## config.mk

```make
export PLATFORM = sky130hd
export DESIGN_NAME = logic_reduce_sequencer
export DESIGN_NICKNAME = d
export VERILOG_FILES = /design/src/rtl/logic_reduce_sequencer.sv
export SDC_FILE = /design/constraint.sdc
export NUM_CORES = 1
export LEC_CHECK = 0
export BUFFER_PORTS_ARGS = -buffer_cell sky130_fd_sc_hd__buf_4
export CAP_MARGIN = 20
export CORE_UTILIZATION = 30
export CTS_BUF_LIST = sky130_fd_sc_hd__clkbuf_2
export DETAILED_ROUTE_END_ITERATION = 6
export HOLD_SLACK_MARGIN = 0.02
export SKIP_CTS_REPAIR_TIMING = 1
export SYNTH_ARGS = -nofsm -noshare
export SYNTH_HDL_FRONTEND = slang
export SYNTH_SLANG_ARGS = --single-unit
```

## constraint.sdc

```tcl
create_clock -name clk -period 4.5 [get_ports clk]
set_input_delay 0.45 -clock clk [delete_from_list [all_inputs] [get_ports clk]]
set_output_delay 0.45 -clock clk [all_outputs]
set_load 0.01 [all_outputs]
```

## src/rtl/logic_reduce_sequencer.sv

```systemverilog
// Folds a counted stream of data words into one value through an external
// combinational logic unit (AND / OR / XOR / NOT-A), one word per accepted beat.
module logic_reduce_sequencer #(
  parameter int DATA_WIDTH  = 32,
  parameter int COUNT_WIDTH = 8
) (
  input  logic                   clk,
  input  logic                   reset,
  input  logic                   startValid,
  output logic                   startReady,
  input  logic [1:0]             opSel,
  input  logic [COUNT_WIDTH-1:0] wordCount,
  input  logic [DATA_WIDTH-1:0]  dataIn,
  input  logic                   dataValid,
  output logic                   dataReady,
  output logic [DATA_WIDTH-1:0]  luA,
  output logic [DATA_WIDTH-1:0]  luB,
  output logic [1:0]             luS,
  input  logic [DATA_WIDTH-1:0]  luResult,
  output logic [DATA_WIDTH-1:0]  resultOut,
  output logic                   resultValid,
  input  logic                   resultReady,
  output logic                   busy,
  output logic                   countError
);

  typedef enum logic [1:0] {
    IDLE  = 2'd0,
    LOAD  = 2'd1,
    ACCUM = 2'd2,
    DONE  = 2'd3
  } stateE;

  stateE                  stateR;
  stateE                  stateNextS;
  logic [DATA_WIDTH-1:0]  accR;
  logic [COUNT_WIDTH-1:0] remainingR;
  logic [1:0]             opRegR;
  logic                   countErrorR;

  logic startFireS;
  logic dataFireS;
  logic lastWordS;
  logic zeroCountS;

  assign startFireS = (stateR == IDLE) && startValid;
  assign dataFireS  = ((stateR == LOAD) || (stateR == ACCUM)) && dataValid;
  assign lastWordS  = (remainingR == {{(COUNT_WIDTH-1){1'b0}}, 1'b1});
  assign zeroCountS = (wordCount == {COUNT_WIDTH{1'b0}});

  // State register
  always_ff @(posedge clk) begin
    if (reset) begin
      stateR <= IDLE;
    end else begin
      stateR <= stateNextS;
    end
  end

  // Next-state decode
  always_comb begin
    stateNextS = stateR;
    case (stateR)
      IDLE: begin
        if (startValid) begin
          stateNextS = zeroCountS ? DONE : LOAD;
        end else begin
          stateNextS = IDLE;
        end
      end
      LOAD: begin
        if (dataValid) begin
          stateNextS = lastWordS ? DONE : ACCUM;
        end else begin
          stateNextS = LOAD;
        end
      end
      ACCUM: begin
        if (dataValid && lastWordS) begin
          stateNextS = DONE;
        end else begin
          stateNextS = ACCUM;
        end
      end
      DONE: begin
        if (resultReady) begin
          stateNextS = IDLE;
        end else begin
          stateNextS = DONE;
        end
      end
      default: stateNextS = IDLE;
    endcase
  end

  // Accumulator, word counter, latched op and zero-count flag
  always_ff @(posedge clk) begin
    if (reset) begin
      accR        <= {DATA_WIDTH{1'b0}};
      remainingR  <= {COUNT_WIDTH{1'b0}};
      opRegR      <= 2'b00;
      countErrorR <= 1'b0;
    end else if (startFireS) begin
      opRegR      <= opSel;
      remainingR  <= wordCount;
      countErrorR <= zeroCountS;
      if (zeroCountS) begin
        accR <= {DATA_WIDTH{1'b0}};
      end else begin
        accR <= accR;
      end
    end else if (dataFireS) begin
      // The first word seeds the accumulator; later words go through the logic unit.
      accR <= (stateR == LOAD) ? dataIn : luResult;
      if (remainingR != {COUNT_WIDTH{1'b0}}) begin
        remainingR <= remainingR - {{(COUNT_WIDTH-1){1'b0}}, 1'b1};
      end else begin
        remainingR <= remainingR;
      end
    end else begin
      accR        <= accR;
      remainingR  <= remainingR;
      opRegR      <= opRegR;
      countErrorR <= countErrorR;
    end
  end

  // Output decode from the registered state
  always_comb begin
    startReady  = 1'b0;
    dataReady   = 1'b0;
    resultValid = 1'b0;
    luB         = {DATA_WIDTH{1'b0}};
    case (stateR)
      IDLE:    startReady = 1'b1;
      LOAD:    dataReady  = 1'b1;
      ACCUM: begin
        dataReady = 1'b1;
        luB       = dataIn;
      end
      DONE:    resultValid = 1'b1;
      default: startReady  = 1'b0;
    endcase
  end

  assign luA        = accR;
  assign luS        = opRegR;
  assign resultOut  = accR;
  assign busy       = (stateR != IDLE);
  assign countError = countErrorR;

endmodule

```

# After elaboration in Yosys (flattened, before gate mapping)
# Cells that the tools add are included.
# totals
in_bits,79
out_inout_bits,103
wordCells,42
reg_bits,45
# classes
muxes,18
n_eq_ne,5
add_sub_neg,1
n_reduce_logical,13
# op_table
op,count
$mux W32,5
$mux W8,3
$eq A8 B1 Y1 const B,1
$logic_not A8 Y1,1
$mux W2,4
$pmux W2 S4,1
$reduce_bool A8 Y1,1
$sub A8 B1 Y8 const B,1
$reduce_bool A2 Y1,3
$mux W1,5
$eq A2 B2 Y1 const B,2
$reduce_and A2 Y1,2
$logic_and A1 B1 Y1,3
$eq A2 B1 Y1 const B,1
$logic_not A2 Y1,1
$ne A2 B1 Y1 const B,1
$reduce_or A2 Y1,1
$logic_or A1 B1 Y1,1

# Longest topological paths before layout
# Gate-level depths: netlist (run 1).
# logic_depth
depth_word,5
ltp_mapped,9
mapped_depth_nobuf,6

# Worst setup path after synthesis (run 1)
# Ideal clock, no wire load.
# synth_path
path_kind,register -> register
startpoint,register stateR[0]
endpoint,register remainingR[4]
synth_period_minus_slack_ps,1949
t_required_ps,4409
arrival_ps,1858
setup_time_ps,91
path_buffers,0
setup_slack_ps,2551
path_stages_with_launch,7
path_cell_list,dfxtp_1 -> inv_1 -> ha_1 -> and2_1 -> o211ai_2 -> or4_2 -> a311oi_1
# synth_via
elab_chain_len,5
elab_cells_between_ends,10
classes_between,2 x eq/ne; 1 x mux; 7 x reduce/logical
# synth_lines
item,line_no,source
start: declaration,34,stateE stateR;
start signal: assignment,56,stateR <= stateNextS;
$eq A2 B1 Y1 / $eq A2 B2 Y1 (equally long branches),47,assign dataFireS = ((stateR == LOAD) || (stateR == ACCUM)) && dataValid;
$logic_or A1 B1 Y1,47,
$logic_and A1 B1 Y1,47,
$reduce_bool A2 Y1 (no source line),-,
$reduce_and A2 Y1 (no source line),-,
end signal: assignment,100,remainingR <= {COUNT_WIDTH{1'b0}};
end signal: assignment,105,remainingR <= wordCount;
end signal: assignment,116,"remainingR <= remainingR - {{(COUNT_WIDTH-1){1'b0}}, 1'b1};"
end: declaration,37,logic [COUNT_WIDTH-1:0] remainingR;
# Parallel ways exist; a longest one is shown, timed or not.
# A chain may end at the register's enable or synchronous reset.

# Worst setup path after layout (run 1)
# layout_path
startpoint,register stateR[0]
endpoint,register accR[15] (netlist: luA[15])
# layout_via
elab_chain_len,5
elab_cells_between_ends,12
classes_between,3 x eq/ne; 3 x mux; 6 x reduce/logical
# layout_lines
item,line_no,source
$eq A2 B1 Y1 / $eq A2 B2 Y1 (equally long branches),"47, 114",
$logic_or A1 B1 Y1,47,
$logic_and A1 B1 Y1,47,
$reduce_bool A2 Y1 (no source line),-,
$reduce_and A2 Y1 (no source line),-,
end signal: assignment,99,accR <= {DATA_WIDTH{1'b0}};
end signal: assignment,108,accR <= {DATA_WIDTH{1'b0}};
end signal: assignment,110,accR <= accR;
end: declaration,36,logic [DATA_WIDTH-1:0] accR;
# Parallel ways exist; a longest one is shown, timed or not. The select of a mux whose other input is x is not followed.

==> out/qor.yml, run 1 <==
pwr:
  p_seq_frac: 0.374
  p_sw_mw: 0.519
  powerDensity_nw_per_um2: 333
  clock_power_share: 0.126
  vdd_drop_max_v: 0.000107
  combinationalPowerShare: 0.500
  internal_power_mw: 0.826
  fraction_of_power_spent_switching_nets: 0.386
  p_leak_nw: 1.87
sta:
  final_min_period_over_clock_period: 0.523
  report.final.hold_viol_count: 0
  layout_min_cycle_time_ns: 2.35
  worst_case_headroom_to_the_max_slew_limit: 0.288
  grt_setup_unrepaired: "false"
  timing.fmax_mhz: 425
  pin_slew_with_the_least_headroom_to_its_limit_ns: 1.07
  final.setup_skew_ns: 0.0236
  fin_setup_tns_ns: 0
  timing.final.max_slew_violations: 0
  setup_violations_final: 0
  timing.hold.ws_ns: 0.263
drt:
  route.final.wire_length_um: 8240
  drcViolationCount: 7
  via_total_after_detailed_routing: 2911
  post_drt_via_cell_ratio: 4.93
  dr.pass1.iters: 6
  drtIter0Drc: 75
  route.antenna.remaining_nets: 0
  avgRoutedWirePerCell_um: 13.9
synthesis:
  synth.cell_area_um2: 2790
  synth_area_leaders: "sky130_fd_sc_hd__dfxtp_1 32%, sky130_fd_sc_hd__mux2i_1 11%, sky130_fd_sc_hd__buf_4 8.6%, sky130_fd_sc_hd__and2_1 7.6%, sky130_fd_sc_hd__a31oi_1 7.4%"
  yosysWarningCount: 0
  synth-edff-count: 0
  async_flop_share: 0
  synth.yosys.seq_area_share: 0.322
  synth_top_flop_cell: "sky130_fd_sc_hd__dfxtp_1"
  synthCells: 349
  mappedNetlistNets: 436
  post_synth.cell_area_avg_um2: 8.01
  synth_top_cell_by_area: "sky130_fd_sc_hd__dfxtp_1"
  yosys_register_bits: 45
  synth.distinct_cells: 37
  netlist.area_leader.share: 0.322
clock_tree:
  tritoncts_clock_tree: "done"
  cts-root-buf: "sky130_fd_sc_hd__clkbuf_2"
  numCtsBuffers: 5
  cts.sink_count: 45
  cts_max_level: 2
  clk_latency_ns: 0.40
  cts.path.max_buffers: 2
  clock_slew_at_the_register_clock_pins_of_the_worst_setup_and_hold_paths_ns: 0.23
setup_path:
  worst-path-max-fanout: 17
  rr_startpoint: "stateR[0]$_SDFF_PP0_"
  setup.worst_path.start: "stateR[0]$_SDFF_PP0_"
  regToRegSetupSlack_ns: 2.15
  worstReg2RegEnd: "luA[15]$_SDFFE_PP0P_"
  cell_depth_of_the_worst_flop_to_flop_path: 7
  critical_path_arrival_ns: 2.65
  crit_path_start_kind: "flop"
  critPathRequiredTime_ns: 4.79
  criticalPathCategory: "flop to flop"
  cp-endpoint: "luA[15]$_SDFFE_PP0P_"
  endpoint_kind: "flop"
die:
  rows: 34
  chipWidth_um: 98.5
  die_area_um2: 9700
  core_region_area_um2: 8850
  die_y_um: 98.5
  floorplan.io_pins: 182
  initial_core_util: 0.316
place:
  post-dp-hpwl_um: 6080
  gp_congestion: 0.803
  port_buffers: 181
status:
  run_status: "complete, but fails checks"
  failed_checks: "design-rule violations"
final_layout:
  nets: 569
  insertedDiodeCount: 0
  layout_common_cells: "183 x sky130_fd_sc_hd__buf_4, 45 x sky130_fd_sc_hd__dfxtp_1, 42 x sky130_fd_sc_hd__nor2_1"
  layout_area_growth_over_synthesis_pct: 44.3
  drive_gt1_frac: 0.416
  layout_commonest_cell: "sky130_fd_sc_hd__buf_4"
grt:
  grt_remaining_overflow: 0
  grt_max_degree: 46
  grt_first_pass_wirelength_um: 13100
  first_global_vias: 2731
  grt_usage: 0.165
  grt_antenna_before_repair: 0
worst_hold_path:
  timing.hold.worst.class: "primary input to flop"
job:
  max-cap-violations: 0
==> how the worst min path moves through the flow <==
stage                                from                          to  cells past startpoint
6_report                         opSel[1]         luS[1]$_SDFFE_PP0N_                      3
5_1_grt                          opSel[1]         luS[1]$_SDFFE_PP0N_                      3
4_1_cts                          opSel[1]         luS[1]$_SDFFE_PP0N_                      3
3_5_place_dp          luS[1]$_SDFFE_PP0N_         luS[1]$_SDFFE_PP0N_                      2
3_3_place_gp          luS[1]$_SDFFE_PP0N_         luS[1]$_SDFFE_PP0N_                      2
2_1_floorplan  remainingR[7]$_SDFFE_PP0P_  remainingR[7]$_SDFFE_PP0P_                      2
==> cell type report <==
| type | count | area [um^2] |
|---|---|---|
| inverter | 6 | 22.5 |
| timing repair buffer | 186 | 1420 |
| sequential | 45 | 901 |
| multi-input combinational | 238 | 1520 |
| clock buffer | 8 | 40.0 |
| tap | 108 | 135 |
| fill | 892 | 4820 |
==> synthesized netlist by cell type (6+ instances only) <==
cell type and n:
sky130_fd_sc_hd__nor2_1 42, sky130_fd_sc_hd__mux2i_1 32, sky130_fd_sc_hd__nor3_1 34, sky130_fd_sc_hd__and2_1 34, sky130_fd_sc_hd__ha_1 8, sky130_fd_sc_hd__inv_1 6, sky130_fd_sc_hd__nand3_1 7, sky130_fd_sc_hd__nand2_1 11
sky130_fd_sc_hd__clkbuf_1 21, sky130_fd_sc_hd__a31oi_1 33, sky130_fd_sc_hd__a21oi_1 6, sky130_fd_sc_hd__dfxtp_1 45, sky130_fd_sc_hd__buf_4 32
==> per-stage QoR <==
step	std cells	total power, mW	setup slack, ns	utilization	area (um^2)
3_3_place_gp	580	1.17	2.04	0.446	3950
5_1_grt	591	1.44	1.93	0.456	4030
4_1_cts	589	1.35	1.85	0.452	4000
3_5_place_dp	581	1.18	1.99	0.448	3960
2_1_floorplan	349	0.937	2.55	-	2790
6_report	591	1.34	2.15	0.456	4030
==> state kept, by name, indices dropped and copies added, names as in the netlist <==
register,flops
luS,2
remainingR,8
stateR,2
countError,1
luA,32
==> routing by layer <==
layer  vias up  GRT usage  routed length, um
met5         -          0                  0
met4         0     0.0540                133
met3        10     0.0348                520
met2       109      0.291               4070
met1      1332      0.199               3510
li1       1460          -                  -
==> power by group through the flow <==
stage                     clock network [mW]  logic [mW]  registers, mW
after floorplan                            0       0.427          0.510
after global placement                     0       0.656          0.509
after detailed placement                   0       0.670          0.511
after CTS                              0.179       0.671          0.504
after global routing                   0.196       0.736          0.513
final                                  0.169       0.672          0.503
==> critical path: stages, from the launching register on <==
cell                      delay, ns
sky130_fd_sc_hd__dfxtp_1       0.41
sky130_fd_sc_hd__inv_1         0.09
sky130_fd_sc_hd__ha_1          0.24
sky130_fd_sc_hd__nand2_1       0.41
sky130_fd_sc_hd__nand2_1       0.52
sky130_fd_sc_hd__buf_8         0.32
sky130_fd_sc_hd__a31oi_1       0.19
sky130_fd_sc_hd__nor2_1        0.05
==> kinds of logic after synthesis <==
group	Yosys count	share of synthesized area
AOI/OAI and AO/OA	56	0.134
xor gates and xnor gates	1	0.00314
adders and majority gates	8	0.0358
buffers and inverters	66	0.136
DFF	45	0.322
muxes	32	0.115
and+or+nand+nor	141	0.254
Power figures use the tool's default switching activity.
==> run 2, diff against run 1 <==
--- a/config.mk
+++ b/config.mk
@@ -5,6 +5,7 @@
 export SDC_FILE = /design/constraint.sdc
 export NUM_CORES = 1
 export LEC_CHECK = 0
+export ABC_AREA = 1
 export BUFFER_PORTS_ARGS = -buffer_cell sky130_fd_sc_hd__buf_4
 export CAP_MARGIN = 20
 export CORE_UTILIZATION = 30
==> constraint.sdc (replaced) <==
create_clock -name clk -period 2.1 [get_ports clk]
set_input_delay 0.21 -clock clk [delete_from_list [all_inputs] [get_ports clk]]
set_output_delay 0.21 -clock clk [all_outputs]
set_load 0.01 [all_outputs]
==> run 2 against run 1 <==
Non-clock buffer count is 5 higher. Sequential power is 84% higher. Total power is 34% higher. Wire length is 15% higher. Sequential share of layout area is 0.98 points lower. Critical path type unchanged. Die area is 4.7% higher. Synthesized cell count is 28% higher. Via count is 12% higher. Area after synthesis is 4.8% higher. Worst hold slack worse by 0.24 ns. Worst setup slack worse by 1.9 ns. The run now ends clean. Critical path depth is 2 higher.
==> out/qor.yml, run 2 <==
status:
  run_status: "finished, final reports clean"
grt:
  grt_usage: 0.182
  first_global_vias: 2965
  grt_max_degree: 44
  grt_antenna_before_repair: 0
  grt_remaining_overflow: 0
  grt_first_pass_wirelength_um: 14500
sta:
  worst_case_headroom_to_the_max_slew_limit: 0.644
  timing.final.max_slew_violations: 0
  timing.fmax_mhz: 537
  final.setup_skew_ns: 0.0241
  report.final.hold_viol_count: 0
  final_min_period_over_clock_period: 0.887
  layout_min_cycle_time_ns: 1.86
  setup_violations_final: 0
  grt_setup_unrepaired: "false"
  fin_setup_tns_ns: 0
  pin_slew_with_the_least_headroom_to_its_limit_ns: 0.533
pwr:
  vdd_drop_max_v: 0.000212
  p_leak_nw: 2.27
  powerDensity_nw_per_um2: 428
synthesis:
  mappedNetlistNets: 533
  synth.yosys.seq_area_share: 0.308
  yosys-top-cells-count: "111 x sky130_fd_sc_hd__nand2_1, 50 x sky130_fd_sc_hd__inv_1, 45 x sky130_fd_sc_hd__dfxtp_1, 44 x sky130_fd_sc_hd__a21oi_1, 42 x sky130_fd_sc_hd__nand3_1"
  synthCells: 446
  yosysWarningCount: 0
  yosys_register_bits: 45
  synth.cell_area_um2: 2930
  synth.most_common_cell: "sky130_fd_sc_hd__nand2_1"
  synth-edff-count: 0
  synth_area_leaders: "sky130_fd_sc_hd__dfxtp_1 31%, sky130_fd_sc_hd__nand2_1 14%, sky130_fd_sc_hd__buf_4 8.5%, sky130_fd_sc_hd__a21oi_1 7.5%, sky130_fd_sc_hd__nand3_1 7.2%"
  post_synth.cell_area_avg_um2: 6.56
  async_flop_share: 0
  synth_top_flop_cell: "sky130_fd_sc_hd__dfxtp_1"
  netlist.area_leader.share: 0.308
  synth.distinct_cells: 27
  synth_top_cell_by_area: "sky130_fd_sc_hd__dfxtp_1"
drt:
  post_drt_via_cell_ratio: 4.56
  via_total_after_detailed_routing: 3263
  dr.pass1.iters: 4
  drtIter0Drc: 87
  route.antenna.remaining_nets: 0
  drcViolationCount: 0
  avgRoutedWirePerCell_um: 13.2
  route.final.wire_length_um: 9440
final_layout:
  fin_util: 0.452
  drive_gt1_frac: 0.392
  fillerInstances: 986
  layout_common_cells: "188 x sky130_fd_sc_hd__buf_4, 111 x sky130_fd_sc_hd__nand2_1, 50 x sky130_fd_sc_hd__inv_1"
  insertedDiodeCount: 0
  nets: 673
  flip_flop_count_of_the_largest_register_all_copies_and_words_added: 32
  layout_area_growth_over_synthesis_pct: 44.1
  layout_commonest_cell: "sky130_fd_sc_hd__buf_4"
die:
  core_region_area_um2: 9330
  rows: 35
  chipWidth_um: 101
  floorplan.io_pins: 182
  die_area_um2: 10200
  initial_core_util: 0.314
  die_y_um: 101
setup_path:
  endpoint_kind: "flop"
  critPathRequiredTime_ns: 2.43
  crit_path_start_kind: "flop"
  worst-path-max-fanout: 19
  criticalPathCategory: "flop to flop"
  cell_depth_of_the_worst_flop_to_flop_path: 9
  critical_path_arrival_ns: 2.20
clock_tree:
  numCtsBuffers: 5
  clock_slew_at_the_register_clock_pins_of_the_worst_setup_and_hold_paths_ns: 0.23
  cts-root-buf: "sky130_fd_sc_hd__clkbuf_2"
  cts_max_level: 2
  cts.sink_count: 45
  clk_latency_ns: 0.41
  tritoncts_clock_tree: "done"
  cts.path.max_buffers: 2
place:
  post-dp-hpwl_um: 7190
  gp_congestion: 0.790
  port_buffers: 181
job:
  max-cap-violations: 0
worst_hold_path:
  worst_hold_path.num_cells: 3
  timing.hold.worst.class: "primary input to flop"
[run 2: changes by cell type after synthesis, moves of 32 or more]
| cell | change |
|---|---|
| sky130_fd_sc_hd__a21oi_1 | +38 |
| sky130_fd_sc_hd__a31oi_1 | -33 |
| sky130_fd_sc_hd__and2_1 | -34 |
| sky130_fd_sc_hd__inv_1 | +44 |
| sky130_fd_sc_hd__mux2i_1 | -32 |
| sky130_fd_sc_hd__nand2_1 | +100 |
| sky130_fd_sc_hd__nand3_1 | +35 |
| sky130_fd_sc_hd__nor3_1 | -34 |
[run 2: layer usage]
layer | up-vias | global-route usage | share of wire
met5 | - | 0 | 0
met2 | 108 | 0.329 | 0.51
met4 | 0 | 0.0334 | 0.0067
met3 | 6 | 0.0347 | 0.057
met1 | 1498 | 0.226 | 0.42
li1 | 1651 | - | -
[run 2: path summary, 6_finish.rpt]
path                                     end  slack, ns                  startpoint
setup reg to reg         luA[2]$_SDFFE_PP0P_       0.24        stateR[0]$_SDFF_PP0_
setup / recovery         luA[2]$_SDFFE_PP0P_       0.24        stateR[0]$_SDFF_PP0_
hold reg to reg   remainingR[1]$_SDFFE_PP0P_       0.48  remainingR[1]$_SDFFE_PP0P_
hold / removal           luS[1]$_SDFFE_PP0N_       0.03                    opSel[1]
[run 2: logic make-up after synthesis]
logic type / count (synthesis) / synth area share
adders and majority gates: 8 / 0.0342
AOI/OAI and AO/OA: 76 / 0.155
xor gates and xnor gates: 1 / 0.00299
buffers and inverters: 113 / 0.198
DFF: 45 / 0.308
and+or+nand+nor: 203 / 0.302
[run 2: report_power, final]
part	switching (mW)	internal (mW)
combinational	0.264	0.250
sequential	0.0331	0.892
clock	0.282	0.0838
[run 2: critical path: stages (launching register included)]
cell and delay (ns):
sky130_fd_sc_hd__dfxtp_1 0.42, sky130_fd_sc_hd__inv_1 0.09, sky130_fd_sc_hd__ha_1 0.31, sky130_fd_sc_hd__nand2_1 0.09, sky130_fd_sc_hd__inv_2 0.09, sky130_fd_sc_hd__nand2_2 0.09
sky130_fd_sc_hd__inv_2 0.22, sky130_fd_sc_hd__buf_12 0.20, sky130_fd_sc_hd__o211ai_1 0.10, sky130_fd_sc_hd__a21oi_1 0.16
[run 2: per-stage QoR]
stage / hold slack, ns / std cells / setup slack [ns] / total power [mW] / cell area [um^2]
5_1_grt: 0.0346 / 716 / 0.104 / 1.93 / 4220
3_3_place_gp: 0.454 / 707 / 0.445 / 1.45 / 4170
6_report: 0.0261 / 716 / 0.238 / 1.81 / 4220
4_1_cts: -0.00605 / 715 / 0.225 / 1.84 / 4210
2_1_floorplan: 0.350 / 446 / 0.616 / 1.22 / 2930
3_5_place_dp: 0.466 / 707 / 0.322 / 1.46 / 4170
[run 2: layout make-up]
class	instances	area [um^2]	share of cell area
sequential	45	901	0.214
clock buffer	6	30.0	0.00712
timing repair buffer	191	1460	0.346
multi-input combinational	288	1450	0.343
inverter	55	208	0.0492
clock inverter	2	10.0	0.00237
tap	129	161	0.0383
==> run 3, diff against run 2 <==
--- a/config.mk
+++ b/config.mk
@@ -6,11 +6,11 @@
 export NUM_CORES = 1
 export LEC_CHECK = 0
 export ABC_AREA = 1
-export BUFFER_PORTS_ARGS = -buffer_cell sky130_fd_sc_hd__buf_4
 export CAP_MARGIN = 20
 export CORE_UTILIZATION = 30
 export CTS_BUF_LIST = sky130_fd_sc_hd__clkbuf_2
 export DETAILED_ROUTE_END_ITERATION = 6
+export DONT_BUFFER_PORTS = 1
 export HOLD_SLACK_MARGIN = 0.02
 export SKIP_CTS_REPAIR_TIMING = 1
 export SYNTH_ARGS = -nofsm -noshare
==> constraint.sdc (replaced) <==
create_clock -name clk -period 2.1 [get_ports clk]
set_input_delay 0 -clock clk [delete_from_list [all_inputs] [get_ports clk]]
set_output_delay 0 -clock clk [all_outputs]
set_load 0.01 [all_outputs]
==> run 3 against run 2 <==
Largest power group unchanged. Clock-buffer cell count fell by 1. Sequential share of layout area grew 3.4 points. Critical endpoint is now luA[15]$_SDFFE_PP0P_. Clock power shrank 4%. Total power fell by 4.4%. Wire length is 2.1% lower. Sequential cell count did not move. First-iteration DRC count grew 33%.
==> out/qor.yml, run 3 (synthesis results as in run 2) <==
setup_path:
  worst-path-max-fanout: 17
  critPathRequiredTime_ns: 2.44
  regToRegSetupSlack_ns: 0.23
  crit_path_start_kind: "flop"
  worstReg2RegEnd: "luA[15]$_SDFFE_PP0P_"
  critical_path_arrival_ns: 2.21
  setup.worst_path.start: "stateR[1]$_SDFF_PP0_"
  rr_startpoint: "stateR[1]$_SDFF_PP0_"
  criticalPathCategory: "flop to flop"
  cell_depth_of_the_worst_flop_to_flop_path: 9
  endpoint_kind: "flop"
clock_tree:
  tritoncts_clock_tree: "done"
  clock_slew_at_the_register_clock_pins_of_the_worst_setup_and_hold_paths_ns: 0.21
  cts-root-buf: "sky130_fd_sc_hd__clkbuf_2"
  clk_latency_ns: 0.41
  cts_max_level: 2
  cts.sink_count: 45
  numCtsBuffers: 5
  cts.path.max_buffers: 2
grt:
  grt_first_pass_wirelength_um: 12000
  grt_max_degree: 44
  grt_usage: 0.155
  grt_util_met1: 0.189
  grt_antenna_before_repair: 0
  first_global_vias: 2250
  grt_remaining_overflow: 0
  met3_usage: 0.0395
  gr-max-usage-layer: "met2"
  groute.layer.met2.usage: 0.272
drt:
  drcViolationCount: 0
  via_total_after_detailed_routing: 2953
  route.final.wire_length_um: 9240
  post_drt_via_cell_ratio: 4.82
  route.antenna.remaining_nets: 0
  avgRoutedWirePerCell_um: 15.1
  drtIter0Drc: 116
  dr.pass1.iters: 4
sta:
  setup_violations_final: 0
  fin_ws_ns: 0.233
  final.setup_skew_ns: 0.0129
  worst_case_headroom_to_the_max_slew_limit: 0.644
  final_min_period_over_clock_period: 0.889
  report.final.hold_viol_count: 0
  layout_min_cycle_time_ns: 1.87
  fin_setup_tns_ns: 0
  grt_setup_unrepaired: "false"
  pin_slew_with_the_least_headroom_to_its_limit_ns: 0.534
  timing.final.max_slew_violations: 0
  timing.fmax_mhz: 535
pwr:
  internal_power_mw: 1.17
  vdd_drop_max_v: 0.000201
  combinationalPowerShare: 0.248
  p_seq_frac: 0.549
  p_sw_mw: 0.557
  fraction_of_power_spent_switching_nets: 0.323
  p_leak_nw: 1.66
  clock_power_share: 0.203
  p_total_mw: 1.73
  powerDensity_nw_per_um2: 475
final_layout:
  nets: 570
  flip_flop_count_of_the_largest_register_all_copies_and_words_added: 32
  layout_area_growth_over_synthesis_pct: 24.1
  fin_util: 0.390
  sequential_cell_area_um2: 901
  drive_gt1_frac: 0.0992
  multiInputGateArea_um2: 1450
  layout_commonest_cell: "sky130_fd_sc_hd__nand2_1"
  fin_area_um2: 3630
  fillerInstances: 975
  layout_common_cells: "111 x sky130_fd_sc_hd__nand2_1, 78 x sky130_fd_sc_hd__dlygate4sd3_1, 50 x sky130_fd_sc_hd__inv_1"
  insertedDiodeCount: 0
worst_hold_path:
  hold_path_endpoint: "luB[24]"
  holdCritStartpoint: "dataIn[24]"
  timing.hold.worst.class: "primary input to output pin"
  worst_hold_path.num_cells: 2
place:
  port_buffers: 0
  gp_congestion: 0.811
  dp_worst_setup_slack_ns: 0.288
  post-dp-hpwl_um: 6020
  dpl_cell_area_um2: 2800
die:
  rows: 35
  core_region_area_um2: 9330
  initial_core_util: 0.314
  die_y_um: 101
  floorplan.io_pins: 182
  chipWidth_um: 101
  die_area_um2: 10200
status:
  run_status: "finished, final reports clean"
job:
  max-cap-violations: 0
==> run 3: cell types whose count changed in the layout (fill, tap and decap cells not counted), sizes merged <==
cell / delta
buf: -180
dlygate4sd3: +77
clkbuf: -1
clkinv: +1
==> run 3: metal layers <==
metal	part of all wire	wire length, um	vias to the layer above
met5	0	0	-
met4	0.017	153	0
met3	0.069	638	18
met2	0.52	4810	141
met1	0.39	3630	1342
li1	-	-	1452
==> run 3: worst max-delay path by stage <==
stage,end,slack (ns),cells after the start
finish,luA[15]$_SDFFE_PP0P_,0.23,9
CTS,luA[15]$_SDFFE_PP0P_,0.24,9
global placement,luA[15]$_SDFFE_PP0P_,0.34,9
floorplan,luA[2]$_SDFFE_PP0P_,0.62,9
global route,luA[21]$_SDFFE_PP0P_,0.05,9
detailed placement,luA[15]$_SDFFE_PP0P_,0.29,9
==> run 3: power by group through the flow <==
stage               Sequential (mW)  Clock, mW  Combinational [mW]
global route                  0.955      0.421               0.478
CTS                           0.948      0.380               0.290
finish                        0.947      0.350               0.429
detailed placement            0.965          0               0.288
global placement              0.963          0               0.284
floorplan                     0.944          0               0.280
==> run 3: layout make-up <==
class | count | area share
clock buffers | 5 | 0.00688
clock inverters | 3 | 0.00344
inverters | 55 | 0.0571
multi-input cells | 288 | 0.398
flip-flops and latches | 45 | 0.248
well taps | 129 | 0.0444
repair buffers | 88 | 0.242
==> run 3: per-stage QoR <==
| stage | hold slack [ns] | std cells |
|---|---|---|
| after floorplan | 0.0980 | 446 |
| after global placement | 0.0719 | 526 |
| after detailed placement | 0.0731 | 526 |
| after CTS | -0.419 | 534 |
| after global routing | 0.107 | 613 |
| final | 0.102 | 613 |
==> run 3: critical path, cell delays in order, from the launching register on <==
cell and delay [ns]:
sky130_fd_sc_hd__dfxtp_1 0.42, sky130_fd_sc_hd__inv_1 0.09, sky130_fd_sc_hd__ha_1 0.36, sky130_fd_sc_hd__nand2_1 0.10
sky130_fd_sc_hd__inv_2 0.09, sky130_fd_sc_hd__nand2_2 0.14, sky130_fd_sc_hd__inv_2 0.09, sky130_fd_sc_hd__buf_4 0.22
sky130_fd_sc_hd__o211ai_1 0.14, sky130_fd_sc_hd__a21oi_1 0.15
